$ cat config.mk
export PLATFORM = sky130hd
export DESIGN_NAME = mux_sel_scheduler
export DESIGN_NICKNAME = d
export VERILOG_FILES = /design/src/rtl/mux_sel_scheduler.sv
export SDC_FILE = /design/constraint.sdc
export NUM_CORES = 1
export LEC_CHECK = 0
export ABC_AREA = 1
export BUFFER_PORTS_ARGS = -buffer_cell sky130_fd_sc_hd__buf_2
export CAP_MARGIN = 20
export CORE_MARGIN = 2
export CORE_UTILIZATION = 55
export CTS_BUF_LIST = sky130_fd_sc_hd__clkbuf_16
export DETAILED_ROUTE_END_ITERATION = 8
export GPL_TIMING_DRIVEN = 0
export HOLD_SLACK_MARGIN = 0.05
export PLACE_DENSITY = 0.76
export SLEW_MARGIN = 0
export SYNTH_ARGS = -nofsm -noshare
export SYNTH_HDL_FRONTEND = slang
export SYNTH_SLANG_ARGS = --single-unit
$ cat constraint.sdc
create_clock -name clk -period 3.2 [get_ports clk]
set_input_delay 0.32 -clock clk [delete_from_list [all_inputs] [get_ports clk]]
set_output_delay 0.32 -clock clk [all_outputs]
set_load 0.005 [all_outputs]
$ cat src/rtl/mux_sel_scheduler.sv
// Round-robin scheduler that drives the two select lines of a 3:1 mux built from 2:1 stages.
// One channel is granted at a time for DWELL cycles; all outputs are registered.
module mux_sel_scheduler #(
    parameter int unsigned DWELL = 4
) (
    input  logic       clk,
    input  logic       rst,
    input  logic       en,
    input  logic [2:0] req,
    output logic       sel0,
    output logic       sel1,
    output logic [2:0] grant,
    output logic       valid,
    output logic       done
);

    localparam logic [7:0] CntLoad = 8'(DWELL - 1);

    typedef enum logic [0:0] {StIdle, StHold} state_t;

    state_t     state_q, state_d;
    logic [7:0] cnt_q, cnt_d;
    logic [1:0] last_q, last_d;
    logic [1:0] cur_q, cur_d;
    logic       arb;
    logic       hold_d;
    logic [2:0] grant_d;
    logic       sel0_d, sel1_d, valid_d, done_d;

    // First requester after 'from' in the cyclic order 0 -> 1 -> 2 -> 0.
    function automatic logic [1:0] rr_pick(input logic [1:0] from, input logic [2:0] r);
        logic [1:0] c1, c2, c3;
        case (from)
            2'd0:    begin c1 = 2'd1; c2 = 2'd2; c3 = 2'd0; end
            2'd1:    begin c1 = 2'd2; c2 = 2'd0; c3 = 2'd1; end
            default: begin c1 = 2'd0; c2 = 2'd1; c3 = 2'd2; end
        endcase
        if (r[c1]) return c1;
        if (r[c2]) return c2;
        return c3;
    endfunction

    always_comb begin
        state_d = state_q;
        cnt_d   = cnt_q;
        last_d  = last_q;
        cur_d   = cur_q;
        arb     = 1'b0;

        if (state_q == StHold) begin
            // Early release (requester gone) and dwell end both hand over to arbitration.
            if ((grant & req) == 3'b000 || cnt_q == 8'd0) begin
                last_d = cur_q;
                arb    = 1'b1;
            end else begin
                cnt_d = cnt_q - 8'd1;
            end
        end else begin
            arb = 1'b1;
        end

        if (arb) begin
            if (en && req != 3'b000) begin
                cur_d   = rr_pick(last_d, req);
                cnt_d   = CntLoad;
                state_d = StHold;
            end else begin
                cnt_d   = 8'd0;
                state_d = StIdle;
            end
        end

        hold_d  = (state_d == StHold);
        grant_d = hold_d ? (3'b001 << cur_d) : 3'b000;
        sel0_d  = hold_d && (cur_d == 2'd2);
        sel1_d  = hold_d && (cur_d == 2'd1);
        valid_d = hold_d;
        // done marks the final cycle of a dwell, so it rises as the counter lands on zero.
        done_d  = hold_d && (cnt_d == 8'd0);
    end

    always_ff @(posedge clk or posedge rst) begin
        if (rst) begin
            state_q <= StIdle;
            cnt_q   <= 8'd0;
            last_q  <= 2'd2;
            cur_q   <= 2'd0;
            grant   <= 3'b000;
            sel0    <= 1'b0;
            sel1    <= 1'b0;
            valid   <= 1'b0;
            done    <= 1'b0;
        end else begin
            state_q <= state_d;
            cnt_q   <= cnt_d;
            last_q  <= last_d;
            cur_q   <= cur_d;
            grant   <= grant_d;
            sel0    <= sel0_d;
            sel1    <= sel1_d;
            valid   <= valid_d;
            done    <= done_d;
        end
    end

endmodule

Yosys cells after proc, flatten, opt, wreduce, memory -nomap -nowiden
Index checks and enable logic that the tools add are counted.
{"block": "word_totals", "ff_bits": 19, "input_bits": 6, "out_inout_bits": 7, "word_cells": 61}
{"block": "classes", "addsub": 1, "order_cmp": 2, "eq_ne": 3, "shifts": 1, "mux": 35, "bitwise": 1, "reduce_logical": 10}
{"op": "$mux W2", "n": 13}
{"op": "$mux W8", "n": 3}
{"op": "$logic_not A8 Y1", "n": 2}
{"op": "$mux W1", "n": 13}
{"op": "$pmux W2 S2", "n": 3}
{"op": "$sub A8 B1 Y8 const B", "n": 1}
{"op": "$lt A2 B3 Y1 const B", "n": 2}
{"op": "$bmux W1 S2", "n": 2}
{"op": "$eq A2 B1 Y1 const B", "n": 2}
{"op": "$logic_and A1 B1 Y1", "n": 4}
{"op": "$and A3 B3 Y3", "n": 1}
{"op": "$logic_not A3 Y1", "n": 1}
{"op": "$mux W3", "n": 1}
{"op": "$reduce_bool A3 Y1", "n": 1}
{"op": "$shl A1 B2 Y3 const A", "n": 1}
{"op": "$eq A2 B2 Y1 const B", "n": 1}
{"op": "$logic_not A2 Y1", "n": 1}
{"op": "$logic_or A1 B1 Y1", "n": 1}

Depth between registers and ports, before layout
{"block": "depth", "word_depth": 23, "ltp_mapped": 16, "ltp_nobuf": 16}

Least setup slack after synthesis
No wires, ideal clock.
{"block": "synth_timing", "path_kind": "register -> register", "startpoint": "register cnt_q[0]", "endpoint": "register grant[2]", "setup_ps": 116, "arrival_time_ps": 1535, "required_time_ps": 3084, "path_slack_ps": 1549, "path_stages_with_launch": 14, "cell_sequence": "dfrtp_1 -> inv_1 -> ha_1 -> nand2_1 -> o21ai_4 -> nand3_2 -> nand2_2 -> nand2_1 -> o21ai_0 -> nand2_1 -> nand2_1 -> nand2_2 -> nand2_2 -> nor2_1"}
{"block": "synth_between", "elab_chain_cells": 20, "elab_cells_between_ends": 35, "classes_between": "eq/ne (1); shift (1); mux (30); reduce/logical (3)"}
{"item": "start, declared", "line": "22", "source": "logic [7:0] cnt_q, cnt_d;"}
{"item": "start signal, assigned", "line": "95", "source": "cnt_q <= cnt_d;"}
{"item": "$logic_not A8 Y1 *", "line": "52", "source": "if ((grant & req) == 3'b000 || cnt_q == 8'd0) begin"}
{"item": "$logic_or A1 B1 Y1 *", "line": "52"}
{"item": "$mux W2", "line": "52"}
{"item": "$mux W2", "line": "50", "source": "if (state_q == StHold) begin"}
{"item": "$eq A2 B1 Y1 or $logic_not A2 Y1 (tied branches)", "line": "33", "source": "case (from)"}
{"item": "$pmux W2 S2", "line": "33"}
{"item": "$mux W2", "line": "63", "source": "if (en && req != 3'b000) begin"}
{"item": "$mux W2", "line": "62", "source": "if (arb) begin"}
{"item": "(+5 left out)"}
{"item": "$mux W1", "line": "62"}
{"item": "$mux W2", "line": "40", "source": "return c3;"}
{"item": "$mux W2", "line": "39", "source": "if (r[c2]) return c2;"}
{"item": "$mux W2", "line": "63"}
{"item": "$mux W2", "line": "62"}
{"item": "$shl A1 B2 Y3", "line": "74", "source": "grant_d = hold_d ? (3'b001 << cur_d) : 3'b000;"}
{"item": "$mux W3 *", "line": "74"}
{"item": "net grant_d[2]", "line": "27", "source": "logic [2:0] grant_d;"}
{"item": "end signal, assigned", "line": "98", "source": "grant <= grant_d;"}
{"item": "end, declared", "line": "12", "source": "output logic [2:0] grant,"}
Mark *: on every way through the listed nets, which the timed path passes. The rest lies on a longest branch. The select of a mux whose other input is x is not followed.

Final worst setup path
{"block": "layout_timing", "startpoint": "register cnt_q[0]", "endpoint": "register sel1"}
{"block": "layout_between", "elab_chain_cells": 20, "elab_cells_between_ends": 35, "classes_between": "eq/ne (2); mux (29); reduce/logical (4)"}
{"item": "$logic_not A8 Y1 *", "line": "52"}
{"item": "$logic_or A1 B1 Y1 *", "line": "52"}
{"item": "$mux W2", "line": "52"}
{"item": "$mux W2", "line": "50"}
{"item": "$eq A2 B1 Y1 or $logic_not A2 Y1 (tied branches)", "line": "33"}
{"item": "$pmux W2 S2", "line": "33"}
{"item": "$mux W2", "line": "63"}
{"item": "$mux W2", "line": "62"}
{"item": "(+4 left out)"}
{"item": "$mux W1", "line": "63"}
{"item": "$mux W1", "line": "62"}
{"item": "$mux W2", "line": "40"}
{"item": "$mux W2", "line": "39"}
{"item": "$mux W2", "line": "63"}
{"item": "$mux W2", "line": "62"}
{"item": "$eq A2 B1 Y1", "line": "76", "source": "sel1_d = hold_d && (cur_d == 2'd1);"}
{"item": "$logic_and A1 B1 Y1 *", "line": "76"}
{"item": "end signal, assigned", "line": "100", "source": "sel1 <= sel1_d;"}
{"item": "end, declared", "line": "11", "source": "output logic sel1,"}
Every way passes the cells marked *; elsewhere a longest branch is shown, timed or not. The select of a mux whose other input is x is not followed.

==> results.tsv <==
stage	metric	value	unit
pwr	Max VDD drop	0.692	mV
final_layout	Antenna Cells	0	
clocking	CTS tree	yes	
routing	Iteration-0 DRC Markers	8	
die	Initial Utilization	60.1	%
die	chip height	45.1	microns
die	Die X-Extent	45.1	microns
synthesis	post-synthesis mux area share	0	%
clocking	hold_buf cts	0	
synthesis	Post-Syn Area	927	sq um
synthesis	post-synthesis simple-gate area fraction	30.5	%
timing	RSZ-0062 raised after global routing	no	
final_layout	fin nets	136	
timing	fin. max-slew vios	0	
routing	wire per inst	12.1	microns
synthesis	Synth Flop Type	dfrtp_1	
routing	DR pass1 iterations	4	
pwr	Clk network pwr share	27.3	%
grt	gr usage total	22.0	%
synthesis	Mapped Cells	111	
timing	FMAX	0.543	GHz
clocking	CTS Sinks	17	
routing	DR vias/cell	5.10	
synthesis	post-synth top area share	43.2	%
synthesis	Commonest cells post-synth	nand2_1 (19), dfrtp_1 (16), nor2_1 (16), inv_1 (15), nand2_2 (9)	
critical_path	Critical R2R Launch	cnt_q[0]	
synthesis	Avg Inst Size Synth	8.35	sq um
final_layout	Seq. cell area	427	sq um
clocking	Post-CTS Setup Repair Bufs	0	
synthesis	main combinational cell family by area after synthesis	simple AND/OR/NAND/NOR gates	
timing	PnR worst setup slack	1360	ps
synthesis	Seq cells post-synth	17	
die	die footprint	2030	sq um
place	Port Buffer Count	12	
clocking	CTS HTree Levels	1	
final_layout	Area Overhead vs Synth	17.3	%
synthesis	syn nets	119	
timing	Rel. slew slack	59.4	%
final_layout	final core occ	70.5	%
routing	Routed WL	1730	microns
grt	total global routing overflow	0	
routing	drt drc	0	
synthesis	Yosys cell types	23	
grt	vias in the first global route	715	
pwr	Power Density	833	nW/um^2
critical_path	critical path type	reg -> reg	
timing	final critical-path required period	1840	ps
clocking	worst skew pair latency	250	ps
critical_path	CP Capture Type	flip-flop	
final_layout	share of layout cells above drive strength 1	28.3	%
pwr	Pleak	0.000592	uW
routing	vias after detailed routing	730	
synthesis	complex-gate fraction of the synthesized area	5.26	%
synthesis	register area share after synthesis	46.0	%
pwr	Flop pwr share	34.7	%
grt	initial antenna violation count	0	
place	dpl cell area	1010	sq um
synthesis	xor and xnor fraction of the mapped netlist area	5.67	%
pwr	Switch Pwr	332	uW
final_layout	Final Instance Area	1090	sq um
critical_path	CP max FO	5	
critical_path	Reg2Reg Setup Slack	1360	ps
routing	Routed Antenna Nets	0	
place	HPWL after DPL	1360	microns
critical_path	R2R Path End	sel1	
timing	Slew @ Worst Pin	608	ps
synthesis	Post-synth EDFFs	0	
clocking	CTS root buf	clkbuf_16	
die	Ports	13	
timing	Final Hold Viols	0	
clocking	Reg clk slew, reported paths	50	ps
pwr	switching portion of total power	36.6	%
clocking	post-CTS sizing	0	
run_status	outcome	finished, final reports clean	
synthesis	YS warnings	0	
place	pre-CTS setup slack	1370	ps
die	core area	1540	sq um
final_layout	# fillers	127	
hold_path	HP Class	in -> async	
timing	hold slack	137	ps
critical_path	R2R depth	14	
critical_path	CP required	3380	ps
place	GPL Wtd Cong	0.860	
timing	setup TNS	0	ps
die	row cnt	14	
grt	first-pass GRT wire length	3150	microns
clocking	clock buffer depth	2	
timing	fin crit share	57.6	%
grt	largest net degree at the start of global routing	18	
clocking	number of buffers created by CTS	3	
timing	clk_skew	3.29	ps
synthesis	cell with the most instances after synthesis	nand2_1	
critical_path	Worst EP arrival	2020	ps
synthesis	Synth area leader	dfrtp_1	
timing	count of final setup violators	0	
pwr	internal power	574	uW
final_layout	multi-input logic area	409	sq um
pwr	combinational power share	38.0	%
synthesis	ys async rst share	100	%
critical_path	startpoint types	flip-flop	
flow_run	Max-Cap Viols	0	
synthesis	adder-cell share of the synthesized area	2.70	%
synthesis	synth top area cells	dfrtp_1 (43%), nand2_1 (7.7%), nor2_1 (6.5%)	
worst max-delay path, stage by stage (launching register included):
cell and delay, ps:
dfrtp_1 410, inv_1 90, ha_1 140, nand2_1 80, o21ai_4 220, nor2_1 90, inv_1 90, nand2_1 140
inv_1 130, nand2_1 60, inv_1 50, nand2_1 60, nand2_2 80, nand2_1 50, nor2_1 90
state kept, by name, summed over array words and instances (netlist names):
signal	count
state_q	1
grant	2
cur_q	2
sel1	1
last_q	2
done	1
cnt_q	8
logic make-up after synthesis:
group | Yosys count
adder cells (fa/ha/maj) | 2
flip-flops | 17
buffers and inverters | 20
AO/OA/AOI/OAI | 6
XOR/XNOR | 6
AND/OR/NAND/NOR | 60
worst max-delay path by stage:
stage                        start       end  cells after the start  slack (ps)
after CTS                 cnt_q[0]      sel1                     15        1350
after global placement    cnt_q[0]  grant[2]                     15        1420
after detailed placement  cnt_q[0]      sel1                     15        1370
after floorplan           cnt_q[0]  grant[2]                     13        1550
final                     cnt_q[0]      sel1                     14        1360
after global routing      cnt_q[0]      sel1                     14        1150
layer usage:
metal | up-vias | GRT usage [%] | wire [microns]
met5 | - | 0 | 0
met4 | 0 | 8.82 | 24
met3 | 4 | 5.20 | 65
met2 | 14 | 36.0 | 833
met1 | 335 | 28.2 | 803
li1 | 377 | - | -
area by class of cell:
| class | count | share of cell area (%) |
|---|---|---|
| timing repair buffer | 12 | 5.52 |
| clock buffer | 3 | 6.90 |
| clock inverter | 1 | 0.460 |
| inverter | 17 | 5.98 |
| sequential | 17 | 39.2 |
| buffer | 3 | 2.42 |
| multi-input combinational | 74 | 37.6 |
| tap | 16 | 1.84 |
stage by stage:
step,instances,total power (uW)
after floorplan,111,576
after global placement,139,645
after detailed placement,139,660
after CTS,143,911
after global routing,143,972
final,143,906
cells in the final DEF (no fill, tap or decap), types with 2 or more instances in the layout:
master and instances:
dfrtp_1 16, xnor2_1 4, nor3_1 3, nor2_1 16, nand2_1 19, inv_1 15, clkbuf_16 3, xor2_1 2
buf_2 12, buf_4 2, o21ai_0 3, nand3_1 8, ha_1 2, clkinv_2 2, nor2_2 2, nand2_2 9
power groups by stage:
stage	clock network (uW)	registers (uW)	logic (uW)
6_report	247	314	344
5_1_grt	257	319	396
4_1_cts	250	314	347
3_5_place_dp	0	317	343
3_3_place_gp	0	313	332
2_1_floorplan	0	306	270
Note: power is estimated with default switching activity, not from simulation.
